===== src/rtl/tqvp_byte_bus_initiator_pkg.sv =====
// Shared definitions for the TinyQV byte-peripheral bus initiator.
//   state_e          : FSM state encoding (3 bits)
//   DEF_*_ADDR       : default register map of the byte peripherals
//   DEF_TIMEOUT      : default number of status-poll cycles before giving up
package tqvp_byte_bus_initiator_pkg;

    typedef enum logic [2:0] {
        ST_IDLE   = 3'd0,
        ST_WRITE  = 3'd1,
        ST_POLL   = 3'd2,
        ST_READ_H = 3'd3,
        ST_READ_L = 3'd4,
        ST_OUT    = 3'd5
    } state_e;

    localparam logic [3:0] DEF_WR_ADDR   = 4'h0;
    localparam logic [3:0] DEF_RDH_ADDR  = 4'h1;
    localparam logic [3:0] DEF_RDL_ADDR  = 4'h2;
    localparam logic [3:0] DEF_STAT_ADDR = 4'h3;
    localparam int         DEF_TIMEOUT   = 8;

endpackage


===== src/rtl/tqvp_byte_bus_initiator_if.sv =====
// Signal bundle for the initiator: upstream sample stream, downstream
// result stream and the byte-peripheral register bus.
//   master : the initiator's view (drives in_ready, out_*, bus_address,
//            bus_data_write, bus_data_in)
//   slave  : the environment's view (upstream source, downstream sink and
//            the responder peripheral)
interface tqvp_byte_bus_initiator_if;
    logic [7:0]  in_data;
    logic        in_valid;
    logic        in_ready;
    logic [15:0] out_data;
    logic        out_err;
    logic        out_valid;
    logic        out_ready;
    logic [3:0]  bus_address;
    logic        bus_data_write;
    logic [7:0]  bus_data_in;
    logic [7:0]  bus_data_out;

    modport master (
        input  in_data, in_valid, out_ready, bus_data_out,
        output in_ready, out_data, out_err, out_valid,
               bus_address, bus_data_write, bus_data_in
    );

    modport slave (
        output in_data, in_valid, out_ready, bus_data_out,
        input  in_ready, out_data, out_err, out_valid,
               bus_address, bus_data_write, bus_data_in
    );
endinterface


===== src/rtl/tqvp_byte_bus_initiator.sv =====
// Byte-bus initiator: writes each upstream sample to a responder's data
// register, polls its status flag, reads back the 16-bit result (MSB then
// LSB) and offers it downstream. A status poll that runs TIMEOUT cycles
// without seeing the flag yields result 0 with out_err set.
// Ports:
//   clk, rst    : clock, synchronous active-high reset
//   bus         : master modport (sample in, result out, register bus)
//   busy        : FSM is not idle
//   done_count  : results accepted downstream, wraps at 256
module tqvp_byte_bus_initiator
    import tqvp_byte_bus_initiator_pkg::*;
#(
    parameter logic [3:0] WR_ADDR   = DEF_WR_ADDR,
    parameter logic [3:0] RDH_ADDR  = DEF_RDH_ADDR,
    parameter logic [3:0] RDL_ADDR  = DEF_RDL_ADDR,
    parameter logic [3:0] STAT_ADDR = DEF_STAT_ADDR,
    parameter int         TIMEOUT   = DEF_TIMEOUT
) (
    input  logic                             clk,
    input  logic                             rst,
    tqvp_byte_bus_initiator_if.master        bus,
    output logic                             busy,
    output logic [7:0]                       done_count
);

    state_e      state, state_nxt;
    logic [7:0]  sample;
    logic [7:0]  timer;
    logic [15:0] result;
    logic        err;

    logic poll_hit, poll_expired;
    assign poll_hit     = bus.bus_data_out[0];
    assign poll_expired = (timer == 8'(TIMEOUT - 1));

    always_ff @(posedge clk) begin
        if (rst) state <= ST_IDLE;
        else     state <= state_nxt;
    end

    always_comb begin
        state_nxt = state;
        case (state)
            ST_IDLE:   if (bus.in_valid) state_nxt = ST_WRITE;
            ST_WRITE:  state_nxt = ST_POLL;
            // A ready flag wins over an expiring timer on the last poll cycle.
            ST_POLL:   if (poll_hit)          state_nxt = ST_READ_H;
                       else if (poll_expired) state_nxt = ST_OUT;
            ST_READ_H: state_nxt = ST_READ_L;
            ST_READ_L: state_nxt = ST_OUT;
            ST_OUT:    if (bus.out_ready) state_nxt = ST_IDLE;
            default:   state_nxt = ST_IDLE;
        endcase
    end

    always_ff @(posedge clk) begin
        if (rst) begin
            sample     <= '0;
            timer      <= '0;
            result     <= '0;
            err        <= 1'b0;
            done_count <= '0;
        end else begin
            case (state)
                ST_IDLE:   if (bus.in_valid) sample <= bus.in_data;
                ST_WRITE:  timer <= '0;
                ST_POLL: begin
                    if (!poll_hit) begin
                        if (poll_expired) begin
                            result <= '0;
                            err    <= 1'b1;
                        end else begin
                            timer <= timer + 8'd1;
                        end
                    end
                end
                ST_READ_H: result[15:8] <= bus.bus_data_out;
                ST_READ_L: begin
                    result[7:0] <= bus.bus_data_out;
                    err         <= 1'b0;
                end
                ST_OUT:    if (bus.out_ready) done_count <= done_count + 8'd1;
                default:   ;
            endcase
        end
    end

    // All bus and handshake outputs are pure decodes of registered state.
    always_comb begin
        bus.in_ready       = (state == ST_IDLE);
        bus.bus_data_write = (state == ST_WRITE);
        bus.bus_data_in    = (state == ST_WRITE) ? sample : 8'h00;
        bus.out_valid      = (state == ST_OUT);
        bus.out_data       = result;
        bus.out_err        = err;
        busy               = (state != ST_IDLE);
        case (state)
            ST_POLL:   bus.bus_address = STAT_ADDR;
            ST_READ_H: bus.bus_address = RDH_ADDR;
            ST_READ_L: bus.bus_address = RDL_ADDR;
            default:   bus.bus_address = WR_ADDR;
        endcase
    end

endmodule


===== src/flat_wrapper.sv =====
// flat-port wrapper written by rule: the top's interface ports become plain ports
module tqvp_byte_bus_initiator_flat import tqvp_byte_bus_initiator_pkg::*;
#(
    parameter logic [3:0] WR_ADDR   = DEF_WR_ADDR,
    parameter logic [3:0] RDH_ADDR  = DEF_RDH_ADDR,
    parameter logic [3:0] RDL_ADDR  = DEF_RDL_ADDR,
    parameter logic [3:0] STAT_ADDR = DEF_STAT_ADDR,
    parameter int         TIMEOUT   = DEF_TIMEOUT
)
  (clk, rst, busy, done_count, bus_in_data, bus_in_valid, bus_out_ready, bus_bus_data_out, bus_in_ready, bus_out_data, bus_out_err, bus_out_valid, bus_bus_address, bus_bus_data_write, bus_bus_data_in);
  tqvp_byte_bus_initiator_if bus_i ();
  input  logic clk;
  input  logic rst;
  output logic busy;
  output logic [7:0] done_count;
  input wire logic [$bits(bus_i.in_data)-1:0] bus_in_data;
  input wire logic [$bits(bus_i.in_valid)-1:0] bus_in_valid;
  input wire logic [$bits(bus_i.out_ready)-1:0] bus_out_ready;
  input wire logic [$bits(bus_i.bus_data_out)-1:0] bus_bus_data_out;
  output wire logic [$bits(bus_i.in_ready)-1:0] bus_in_ready;
  output wire logic [$bits(bus_i.out_data)-1:0] bus_out_data;
  output wire logic [$bits(bus_i.out_err)-1:0] bus_out_err;
  output wire logic [$bits(bus_i.out_valid)-1:0] bus_out_valid;
  output wire logic [$bits(bus_i.bus_address)-1:0] bus_bus_address;
  output wire logic [$bits(bus_i.bus_data_write)-1:0] bus_bus_data_write;
  output wire logic [$bits(bus_i.bus_data_in)-1:0] bus_bus_data_in;
  assign bus_i.in_data = bus_in_data;
  assign bus_i.in_valid = bus_in_valid;
  assign bus_i.out_ready = bus_out_ready;
  assign bus_i.bus_data_out = bus_bus_data_out;
  assign bus_in_ready = bus_i.in_ready;
  assign bus_out_data = bus_i.out_data;
  assign bus_out_err = bus_i.out_err;
  assign bus_out_valid = bus_i.out_valid;
  assign bus_bus_address = bus_i.bus_address;
  assign bus_bus_data_write = bus_i.bus_data_write;
  assign bus_bus_data_in = bus_i.bus_data_in;
  tqvp_byte_bus_initiator #(.WR_ADDR(WR_ADDR), .RDH_ADDR(RDH_ADDR), .RDL_ADDR(RDL_ADDR), .STAT_ADDR(STAT_ADDR), .TIMEOUT(TIMEOUT)) u_core (.clk(clk), .rst(rst), .bus(bus_i), .busy(busy), .done_count(done_count));
endmodule

===== config.mk =====
export PLATFORM = sky130hd
export DESIGN_NAME = tqvp_byte_bus_initiator_flat
export DESIGN_NICKNAME = d
export VERILOG_FILES = /design/src/rtl/tqvp_byte_bus_initiator_pkg.sv /design/src/rtl/tqvp_byte_bus_initiator_if.sv /design/src/rtl/tqvp_byte_bus_initiator.sv /design/src/flat_wrapper.sv
export SDC_FILE = /design/constraint.sdc
export NUM_CORES = 1
export LEC_CHECK = 0
export BUFFER_PORTS_ARGS = -buffer_cell sky130_fd_sc_hd__buf_2
export CAP_MARGIN = 20
export CORE_AREA = 3 3 67 69
export DETAILED_ROUTE_END_ITERATION = 6
export DIE_AREA = 0 0 70 72
export PLACE_DENSITY_LB_ADDON = 0.12
export REMOVE_ABC_BUFFERS = 1
export SLEW_MARGIN = 40
export SYNTH_ARGS = -nofsm -noshare
export SYNTH_HDL_FRONTEND = slang
export SYNTH_SLANG_ARGS = --single-unit

===== constraint.sdc =====
create_clock -name clk -period 4.9 [get_ports clk]
set_input_delay 0.49 -clock clk [delete_from_list [all_inputs] [get_ports clk]]
set_output_delay 0.49 -clock clk [all_outputs]
set_load 0.02 [all_outputs]

==> impl_summary.txt, run 1 <==
----------------------------------------------------
[Synth]
  Seq/Total Area, Yosys ... 44.70%
  Number of unique standard cell types used by synthesis ... 49
  Yosys Warn Count ... 0
  Biggest area contributors in the synthesized netlist ... sky130_fd_sc_hd__dfxtp_1, sky130_fd_sc_hd__a22o_1, sky130_fd_sc_hd__nand2_1
  Area share of the leading cell type in the synthesized netlist ... 44.70%
  Dominant combinational cell family by area after synthesis ... simple AND/OR/NAND/NOR gates
  Post-synthesis share of cell area spent on full adders, half adders and majority gates ... 1.270%
  Library cell with the largest summed area after synthesis ... sky130_fd_sc_hd__dfxtp_1
  Post-synthesis cell count ... 219
  Avg Inst Size Synth ... 8.998 µm²
  Most instantiated flip-flop cell in the synthesis netlist ... sky130_fd_sc_hd__dfxtp_1
  Number of storage elements in the synthesis netlist ... 44
  Multiplexer share of the synthesized area ... 0.5079%
  Area fraction in compound gates after synthesis ... 19.17%
  Area of the mapped netlist ... 1971 µm²
  Post-synthesis share of cell area spent on xor and xnor gates ... 2.667%
  Async S/R FF share, synth ... 0%
  Simple-gate portion of the synthesized area ... 26.73%
  Count of flip-flops with a built-in enable after synthesis ... 0

[GRT]
  Wire length of the first global-routing pass ... 6810 µm
  Combined global-route utilization of all metal layers ... 16.58%
  GR met1 Demand/Resource ... 22.05%
  Gr busiest metal ... met2
  Total congestion overflow after global routing ... 0
  Met2 capacity usage during global routing ... 25.81%
  Maximum number of pins on one net before global-route repair ... 31
  Via count of the first global-routing pass ... 1463
  Met3 routing resource usage after global routing ... 4.848%
  Initial antenna violation count ... 0

[Routing]
  Number of vias after detailed routing ... 1716
  DRC errors left ... 0
  Drt first-iter violations ... 75
  Via-per-instance ratio ... 5.264
  Detailed Routing Iterations Pass 1 ... 4
  Sum of routed wire length over all layers ... 4176 µm
  Routed length per instance ... 12.81 µm
  Antenna violation net count after detailed routing ... 0

[STA]
  Final Critical Period ... 2.399 ns
  Maximum frequency from static timing analysis ... 0.4169 GHz
  Post-route clock skew ... 0.009735 ns
  Final worst slack ... 2.501 ns
  Worst Tran Pin Value ... 0.6036 ns
  Number of pins with negative max-slew slack in the final report ... 0
  Fin. Hold Viols ... 0
  Final worst hold slack ... 0.4117 ns
  Share of the clock period used by the worst path ... 48.95%
  Total setup violations reported at the end of the flow ... 0
  Setup repair after global routing missed its margin ... no
  Rel. slew slack ... 59.61%
  Final TNS setup ... 0 ns

[Clock tree]
  Clk root buf ... sky130_fd_sc_hd__clkbuf_8
  Number of sinks on the clock net ... 44
  Post-cts hold buffer count ... 0
  Clk pin slew, worst setup/hold paths ... 0.08 ns
  CTS H-Tree Depth ... 2
  Total setup buffers inserted after CTS ... 0
  Later-pin clock latency in the skew report ... 0.30 ns
  Maximum root-to-sink buffer count ... 2
  Number of buffers inserted during clock tree synthesis ... 5
  Number of gates resized after cts ... 0
  CTS tree ... built

[Cells and area]
  Fill count ... 356
  Combined area of the multi-input logic cells ... 999.7 µm²
  Final net count ... 297
  Share of post-route cells with drive strength above 1 ... 28.62%
  Area Overhead vs Synth ... 21.65%
  Sequential cell area ... 880.8 µm²
  Final Instance Count excl. Fillers ... 326
  Most common cell after layout, fill and taps aside ... sky130_fd_sc_hd__buf_2
  Top library cells by usage in the layout, fill and taps aside ... sky130_fd_sc_hd__buf_2, sky130_fd_sc_hd__dfxtp_1, sky130_fd_sc_hd__nand2_1
  Number of antenna diodes ... 0

[Setup path]
  Kind of end point of the critical path ... primary output
  Terminus of the critical flop-to-flop path ... u_core.timer[4]
  Highest net fanout along the worst path ... 14
  CP Data Arrival Time ... 1.91 ns
  Standard cell with the maximum stage delay on the critical path ... sky130_fd_sc_hd__dfxtp_1
  Required @ worst endpoint ... 4.41 ns
  Critical path class ... reg -> out
  Startpoint of the worst register-to-register path ... u_core.state[0]
  Startpoint Class ... register
  Largest stage delay, worst path ... 0.65 ns
  Register-to-register path setup slack ... 2.89 ns
  Crit path cell chain ... inv_2 > or3_4 > clkinv_4 > and2_1 > buf_2
  Worst reg2reg path depth ... 6

[Hold path]
  Worst Hold End ... u_core.bus.out_data[6]
  Start point of the worst hold path ... bus_bus_data_out[6]
  Worst hold path type ... in -> reg
  Number of stages on the worst hold path ... 2

[Die]
  Width of the die ... 70 µm
  Core Rows ... 23
  Placeable core region ... 3971 µm²
  Die height ... 72 µm
  Overall die area ... 5040 µm²
  Initial standard-cell utilization of the core ... 49.62%
  I/O pin cnt ... 61

[Power]
  Power per unit of standard cell area ... 325.0 nW/µm²
  IR Drop Worst-Case VDD ... 0.0001777 V
  LEAKAGE ... 1.045 nW

[Place]
  Total half-perimeter wirelength after legalization and detailed placement ... 2916 µm
  Setup Slack @ Placement ... 2.832 ns
  Global placement routability congestion ... 0.8043
  Cell Count Post-Placement ... 318
  Input/output buffers ... 58

[Job]
  Reported max-cap violation count ... 0

[Outcome]
  Outcome ... finished clean

----------------------------------------------------
[cell type report]
type                            instances  area share [%]
Sequential cell                        44           36.74
Timing Repair Buffer                   58           12.11
Clock inverter                          2           1.618
Tap cell                               50           2.610
Clock buffer                            6           3.445
Inverter                               10           1.775
Multi-Input combinational cell        156           41.70
[worst max path at each step]
stage | endpoint | slack [ns] | cells past startpoint | from
after global placement | bus_bus_data_in[6] | 2.87 | 5 | u_core.state[0]
after detailed placement | bus_bus_data_in[6] | 2.83 | 5 | u_core.state[0]
after floorplan | bus_bus_data_in[0] | 2.98 | 4 | u_core.state[0]
after CTS | bus_bus_data_in[6] | 2.49 | 5 | u_core.state[0]
final | bus_bus_data_in[6] | 2.50 | 5 | u_core.state[0]
after global routing | bus_bus_data_in[6] | 2.36 | 5 | u_core.state[0]
[registers in the layout, summed over array words and instances, names as in the netlist]
register and flops:
u_core.bus.out_data 16, u_core.done_count 8, u_core.sample 8, u_core.timer 8
u_core.state 3, u_core.bus.out_err 1
[synthesized netlist by cell type (all sizes together) (2+ instances only)]
library cell,number
a21oi,15
a22o,16
a31oi,3
and2,10
buf,7
clkbuf,3
dfxtp,44
ha,2
inv,9
nand2,27
nand2b,5
nand3,10
nand4,3
nor2,13
nor3,10
nor4b,3
o211ai,2
o21ai,8
o22a,2
or3,3
or4,2
xnor2,4
xor2,2
[per-layer routing]
layer  wire length (µm)  vias up
li1                   -      885
met1               1951      775
met2               1922       50
met3                254        6
met4                 48        0
met5                  0        -
[stage by stage]
stage	util [%]	power (mW)	area [µm²]
finish	60.37	0.7792	2397
global route	60.37	0.8148	2397
CTS	60.37	0.7895	2397
detailed placement	57.31	0.5012	2276
global placement	57.31	0.5006	2276
floorplan	-	0.4620	1923
[worst max-delay path: cells and delay by family, from the launching register on]
kind	cells	cell delay, ns
DFF	1	0.65
and+or+nand+nor	2	0.57
buffers and inverters	3	0.40
[power by group]
part	switching (mW)	total [mW]	internal [mW]
sequential	0.0141	0.385	0.370
clock	0.121	0.287	0.167
combinational	0.0670	0.107	0.0404
total	0.202	0.779	0.577
[kinds of logic after synthesis]
kind of cell             Yosys count
AO/OA/AOI/OAI                     52
AND/OR/NAND/NOR                   93
XOR/XNOR                           6
multiplexers                       1
other                              1
adder cells (fa/ha/maj)            2
buffers and inverters             20
flip-flops                        44
(Power assumes the default switching activity.)
==> inputs of run 2 (changes only) <==
--- a/config.mk
+++ b/config.mk
@@ -7,9 +7,9 @@
 export LEC_CHECK = 0
 export BUFFER_PORTS_ARGS = -buffer_cell sky130_fd_sc_hd__buf_2
 export CAP_MARGIN = 20
-export CORE_AREA = 3 3 67 69
+export CORE_AREA = 3 3 71 73
 export DETAILED_ROUTE_END_ITERATION = 6
-export DIE_AREA = 0 0 70 72
+export DIE_AREA = 0 0 74 76
 export PLACE_DENSITY_LB_ADDON = 0.12
 export REMOVE_ABC_BUFFERS = 1
 export SLEW_MARGIN = 40
==> constraint.sdc (replaced) <==
create_clock -name clk -period 2 [get_ports clk]
set_input_delay 0.2 -clock clk [delete_from_list [all_inputs] [get_ports clk]]
set_output_delay 0.2 -clock clk [all_outputs]
set_load 0.02 [all_outputs]
==> impl_summary.txt, run 2 (synthesized netlist as in run 1, its figures left out) <==
----------------------------------------------------
[GRT]
  Combined global-route utilization of all metal layers ... 15.57% (-1.0 points)
  Maximum number of pins on one net before global-route repair ... 31 (unchanged)
  Via count of the first global-routing pass ... 1530 (+4.6%)
  Total congestion overflow after global routing ... 0 (unchanged)
  Wire length of the first global-routing pass ... 7017 µm (+3.0%)
  Initial antenna violation count ... 0 (unchanged)

[Cells and area]
  Most common cell after layout, fill and taps aside ... sky130_fd_sc_hd__buf_2
  Final instance area ... 2461 µm² (+2.7%)
  Final net count ... 306 (+3.0%)
  Top library cells by usage in the layout, fill and taps aside ... sky130_fd_sc_hd__buf_2, sky130_fd_sc_hd__dfxtp_1, sky130_fd_sc_hd__nand2_1
  Sequential cell area ... 880.8 µm² (unchanged)
  Area Overhead vs Synth ... 24.89%
  Fill count ... 401 (+13%)
  Max reg flops ... 16 (unchanged)
  Number of antenna diodes ... 0 (unchanged)
  Combined area of the multi-input logic cells ... 999.7 µm² (unchanged)
  Share of post-route cells with drive strength above 1 ... 30.88% (+2.3 points)

[Power]
  Power Total ... 1.919 mW (+150%)
  Power per unit of standard cell area ... 779.7 nW/µm² (+140%)
  IR Drop Worst-Case VDD ... 0.0003691 V (+110%)
  LEAKAGE ... 1.086 nW (+3.9%)

[Routing]
  Via-per-instance ratio ... 5.214 (-0.95%)
  Routed length per instance ... 12.80 µm (about the same)
  Sum of routed wire length over all layers ... 4315 µm (+3.3%)
  Detailed Routing Iterations Pass 1 ... 4 (unchanged)
  DRC errors left ... 0 (unchanged)
  Number of vias after detailed routing ... 1757 (+2.4%)
  Drt first-iter violations ... 98 (+31%)
  Antenna violation net count after detailed routing ... 0 (unchanged)

[Die]
  Overall die area ... 5624 µm² (+12%)
  Core Rows ... 24 (+4.3%)
  Die height ... 76 µm (+5.6%)
  I/O pin cnt ... 61 (unchanged)
  Placeable core region ... 4414 µm² (+11%)
  Width of the die ... 74 µm (+5.7%)
  Initial standard-cell utilization of the core ... 44.64% (-5.0 points)

[Setup path]
  Kind of end point of the critical path ... primary output
  Worst reg2reg path depth ... 4 (-2)
  Highest net fanout along the worst path ... 10 (-4)
  Critical path class ... reg -> out
  Startpoint Class ... register
  Required @ worst endpoint ... 1.80 ns (-2.61 ns)
  Standard cell with the maximum stage delay on the critical path ... sky130_fd_sc_hd__dfxtp_1
  Dominant delay contributor by cell family on the critical path ... simple AND/OR/NAND/NOR gates
  Crit path cell chain ... inv_2 > or3_4 > clkinv_4 > and2_1 > buf_2
  CP Data Arrival Time ... 1.62 ns (-0.29 ns)
  Largest stage delay, worst path ... 0.48 ns (-0.17 ns)
  Count of cell instances traversed by the critical path ... 5 (unchanged)
  Number of buffers and inverters on the critical path ... 3 (unchanged)

[STA]
  Post-route clock skew ... 0.008858 ns (-0.0008766 ns)
  Maximum frequency from static timing analysis ... 0.5483 GHz
  Share of the clock period used by the worst path ... 91.19%
  Fin. Hold Viols ... 0 (unchanged)
  Final Critical Period ... 1.824 ns
  Setup repair after global routing missed its margin ... no
  Number of pins with negative max-slew slack in the final report ... 0 (unchanged)
  Final TNS setup ... 0 ns (unchanged)
  Final worst hold slack ... 0.1200 ns (-0.2917 ns)
  Rel. slew slack ... 61.34% (+1.7 points)
  Worst Tran Pin Value ... 0.5799 ns (-0.02368 ns)
  Total setup violations reported at the end of the flow ... 0 (unchanged)

[Clock tree]
  Post-cts hold buffer count ... 0 (unchanged)
  Clk root buf ... sky130_fd_sc_hd__clkbuf_8
  CTS tree ... built
  Maximum root-to-sink buffer count ... 2 (unchanged)
  Number of buffers inserted during clock tree synthesis ... 5 (unchanged)
  Number of gates resized after cts ... 0 (unchanged)
  Later-pin clock latency in the skew report ... 0.30 ns (about the same)
  Total setup buffers inserted after CTS ... 0 (unchanged)
  CTS H-Tree Depth ... 2 (unchanged)
  Clk pin slew, worst setup/hold paths ... 0.09 ns (about the same)
  Number of sinks on the clock net ... 44 (unchanged)

[Place]
  Input/output buffers ... 58 (unchanged)
  Global placement routability congestion ... 0.7818 (-2.8%)
  Placed instance area ... 2346 µm² (+3.1%)
  Total half-perimeter wirelength after legalization and detailed placement ... 3079 µm (+5.6%)

[Outcome]
  Outcome ... finished clean

[Job]
  Reported max-cap violation count ... 0 (unchanged)

[Hold path]
  Worst hold path type ... in -> reg
  Number of stages on the worst hold path ... 2 (unchanged)

----------------------------------------------------
==> run 2: per-stage QoR <==
| step | instances | setup slack (ns) | utilization, % |
|---|---|---|---|
| detailed placement | 329 | 0.2335 | 53.15 |
| global placement | 329 | 0.2623 | 53.15 |
| CTS | 337 | 0.1612 | 55.75 |
| floorplan | 210 | 0.1988 | - |
| global route | 337 | 0.06931 | 55.75 |
| finish | 337 | 0.1762 | 55.75 |
==> run 2: where the power goes <==
| group | internal, mW | leakage [nW] | total [mW] | switching (mW) |
|---|---|---|---|---|
| logic | 0.112 | 0.675 | 0.293 | 0.181 |
| clock network | 0.376 | 0.0548 | 0.696 | 0.320 |
| registers | 0.908 | 0.356 | 0.930 | 0.0221 |
==> run 2: final cells by class <==
| class | instances | share of cell area, % |
|---|---|---|
| Clock buffer | 5 | 2.796 |
| Clock inverter | 3 | 1.881 |
| Inverter | 10 | 1.729 |
| Multi-Input combinational cell | 156 | 40.62 |
| Sequential cell | 44 | 35.79 |
| Tap cell | 52 | 2.644 |
| Timing Repair Buffer | 67 | 14.54 |
==> run 2: per-layer routing <==
| metal | wire (µm) | up-vias | track usage [%] | part of all wire [%] |
|---|---|---|---|---|
| li1 | - | 904 | - | - |
| met1 | 2099 | 794 | 21.38 | 49 |
| met2 | 1856 | 57 | 22.87 | 43 |
| met3 | 351 | 2 | 5.937 | 8.1 |
| met4 | 8 | 0 | 3.804 | 0.19 |
| met5 | 0 | - | 0 | 0 |
==> run 2: path summary, 6_finish.rpt <==
kind / from / slack, ns / end
worst max-delay path: u_core.state[0] / 0.18 / bus_bus_data_in[7]
worst min-delay path: bus_bus_data_out[4] / 0.12 / u_core.bus.out_data[4]
worst max register to register: u_core.state[0] / 0.22 / u_core.bus.out_data[1]
worst min register to register: u_core.sample[3] / 0.45 / u_core.sample[3]
==> inputs of run 3 (changes only) <==
--- a/config.mk
+++ b/config.mk
@@ -7,9 +7,9 @@
 export LEC_CHECK = 0
 export BUFFER_PORTS_ARGS = -buffer_cell sky130_fd_sc_hd__buf_2
 export CAP_MARGIN = 20
-export CORE_AREA = 3 3 71 73
+export CORE_AREA = 3 3 67 69
 export DETAILED_ROUTE_END_ITERATION = 6
-export DIE_AREA = 0 0 74 76
+export DIE_AREA = 0 0 70 72
 export PLACE_DENSITY_LB_ADDON = 0.12
 export REMOVE_ABC_BUFFERS = 1
 export SLEW_MARGIN = 40
==> constraint.sdc (replaced) <==
create_clock -name clk -period 2.3 [get_ports clk]
set_input_delay 0.23 -clock clk [delete_from_list [all_inputs] [get_ports clk]]
set_output_delay 0.23 -clock clk [all_outputs]
set_load 0.02 [all_outputs]
==> impl_summary.txt, run 3 (synthesized netlist as in run 1, its figures left out) <==
----------------------------------------------------
[Routing]
  Met1 Wirelength ... 2034 µm (-3.1%)
  Drt first-iter violations ... 68 (-31%)
  Sum of routed wire length over all layers ... 4266 µm (-1.1%)
  Detailed route wirelength on metal3 ... 258 µm (-26%)
  Uppermost signal routing layer after detailed routing ... met4
  DR WL met2 ... 1955 µm (+5.3%)
  Number of vias after detailed routing ... 1742 (-0.85%)
  DRC errors left ... 0 (unchanged)
  Antenna violation net count after detailed routing ... 0 (unchanged)
  Detailed Routing Iterations Pass 1 ... 4 (unchanged)
  Routed length per instance ... 13.01 µm (+1.6%)
  Via-per-instance ratio ... 5.311 (+1.9%)

[Place]
  Global placement routability congestion ... 0.7672 (-1.9%)
  Total half-perimeter wirelength after legalization and detailed placement ... 3056 µm (-0.75%)
  Setup Slack @ Placement ... 0.5071 ns (+0.2736 ns)
  Cell Count Post-Placement ... 320 (-2.7%)
  Input/output buffers ... 58 (unchanged)

[GRT]
  Initial antenna violation count ... 0 (unchanged)
  Via count of the first global-routing pass ... 1565 (+2.3%)
  Wire length of the first global-routing pass ... 7003 µm (-0.20%)
  Maximum number of pins on one net before global-route repair ... 22 (-29%)
  Combined global-route utilization of all metal layers ... 17.07% (+1.5 points)
  Total congestion overflow after global routing ... 0 (unchanged)

[Hold path]
  Number of stages on the worst hold path ... 2 (unchanged)
  Worst hold path type ... in -> reg

[STA]
  Post-route clock skew ... 0.006377 ns (-0.002481 ns)
  Number of pins with negative max-slew slack in the final report ... 0 (unchanged)
  Maximum frequency from static timing analysis ... 0.5271 GHz
  Final TNS setup ... 0 ns (unchanged)
  Final worst slack ... 0.4029 ns (+0.2267 ns)
  Share of the clock period used by the worst path ... 82.48%
  Setup repair after global routing missed its margin ... no
  Fin. Hold Viols ... 0 (unchanged)
  Final Critical Period ... 1.897 ns
  Rel. slew slack ... 63.37% (+2.0 points)
  Worst Tran Pin Value ... 0.5464 ns (-0.03348 ns)
  Total setup violations reported at the end of the flow ... 0 (unchanged)

[Clock tree]
  Later-pin clock latency in the skew report ... 0.29 ns (about the same)
  Clk root buf ... sky130_fd_sc_hd__clkbuf_8
  Post-cts hold buffer count ... 0 (unchanged)
  CTS tree ... built
  Number of gates resized after cts ... 0 (unchanged)
  Clk pin slew, worst setup/hold paths ... 0.08 ns (about the same)
  Number of sinks on the clock net ... 44 (unchanged)
  Total setup buffers inserted after CTS ... 0 (unchanged)
  CTS H-Tree Depth ... 2 (unchanged)
  Number of buffers inserted during clock tree synthesis ... 5 (unchanged)
  Maximum root-to-sink buffer count ... 2 (unchanged)

[Outcome]
  Outcome ... finished clean

[Cells and area]
  Number of antenna diodes ... 0 (unchanged)
  Final core utilization ... 60.74% (+5.0 points)
  Max reg flops ... 16 (unchanged)
  Most common cell after layout, fill and taps aside ... sky130_fd_sc_hd__buf_2
  Area Overhead vs Synth ... 22.41%
  Share of post-route cells with drive strength above 1 ... 29.14% (-1.7 points)
  Final net count ... 299 (-2.3%)
  Final Instance Count excl. Fillers ... 328 (-2.7%)
  Top library cells by usage in the layout, fill and taps aside ... sky130_fd_sc_hd__buf_2, sky130_fd_sc_hd__dfxtp_1, sky130_fd_sc_hd__nand2_1

[Setup path]
  CP Data Arrival Time ... 1.67 ns (+0.05 ns)
  Startpoint Class ... register
  Highest net fanout along the worst path ... 10 (unchanged)
  Required @ worst endpoint ... 2.07 ns (+0.27 ns)
  Kind of end point of the critical path ... primary output
  Worst reg2reg path depth ... 4 (unchanged)
  Critical path class ... reg -> out

[Job]
  Reported max-cap violation count ... 0 (unchanged)

[Die]
  Die height ... 72 µm (-5.3%)
  Placeable core region ... 3971 µm² (-10%)
  I/O pin cnt ... 61 (unchanged)
  Core Rows ... 23 (-4.2%)
  Width of the die ... 70 µm (-5.4%)
  Overall die area ... 5040 µm² (-10%)
  Initial standard-cell utilization of the core ... 49.62% (+5.0 points)

[Power]
  IR Drop Worst-Case VDD ... 0.0003189 V (-14%)
  LEAKAGE ... 1.055 nW (-2.8%)
  Power per unit of standard cell area ... 693.1 nW/µm² (-11%)

----------------------------------------------------
run 3: cell count changes in the layout (fill, tap and decap cells not counted), sizes merged:
cell	before	now
clkbuf	5	6
inv	10	9
buf	67	60
clkinvlp	1	0
clkinv	1	2
run 3: area by class of cell:
class,instances,area [µm²]
Clock buffer,6,82.58
Multi-Input combinational cell,156,999.7
Timing Repair Buffer,60,305.3
Fill cell,380,1559
Tap cell,50,62.56
Sequential cell,44,880.8
Inverter,10,42.54
Clock inverter,2,38.79
run 3: stage by stage:
step	instance area, µm²	power (mW)	hold WS, ns
6_report	2412	1.672	0.1538
5_1_grt	2412	1.742	0.1479
4_1_cts	2412	1.690	0.1467
3_5_place_dp	2291	1.074	0.4432
3_3_place_gp	2291	1.071	0.4373
2_1_floorplan	1923	0.9842	0.2991
run 3: worst paths after layout:
| check | from | end | slack [ns] |
|---|---|---|---|
| max reg2reg | u_core.state[1] | u_core.bus.out_data[3] | 0.48 |
| max | u_core.state[0] | bus_bus_data_in[1] | 0.40 |
| min reg2reg | u_core.sample[4] | u_core.sample[4] | 0.45 |
| min | bus_bus_data_out[4] | u_core.bus.out_data[4] | 0.15 |
run 3: critical path: stages (launching register included):
cell,delay [ns]
sky130_fd_sc_hd__dfxtp_1,0.44
sky130_fd_sc_hd__inv_2,0.12
sky130_fd_sc_hd__or3_4,0.43
sky130_fd_sc_hd__clkinv_4,0.09
sky130_fd_sc_hd__and2_1,0.13
sky130_fd_sc_hd__buf_2,0.16
run 3: where the power goes:
part           switching [mW]  leakage (nW)  internal, mW  total [mW]
Clock                   0.261        0.0614         0.355       0.616
Sequential             0.0251         0.356         0.789       0.814
Combinational           0.152         0.637        0.0898       0.242
Total                   0.438          1.05          1.23        1.67
run 3: layer usage:
layer  GRT usage (%)  vias up
met5               0        -
met4           5.106        0
met3           5.263        2
met2           27.81       50
met1           21.94      799
li1                -      891
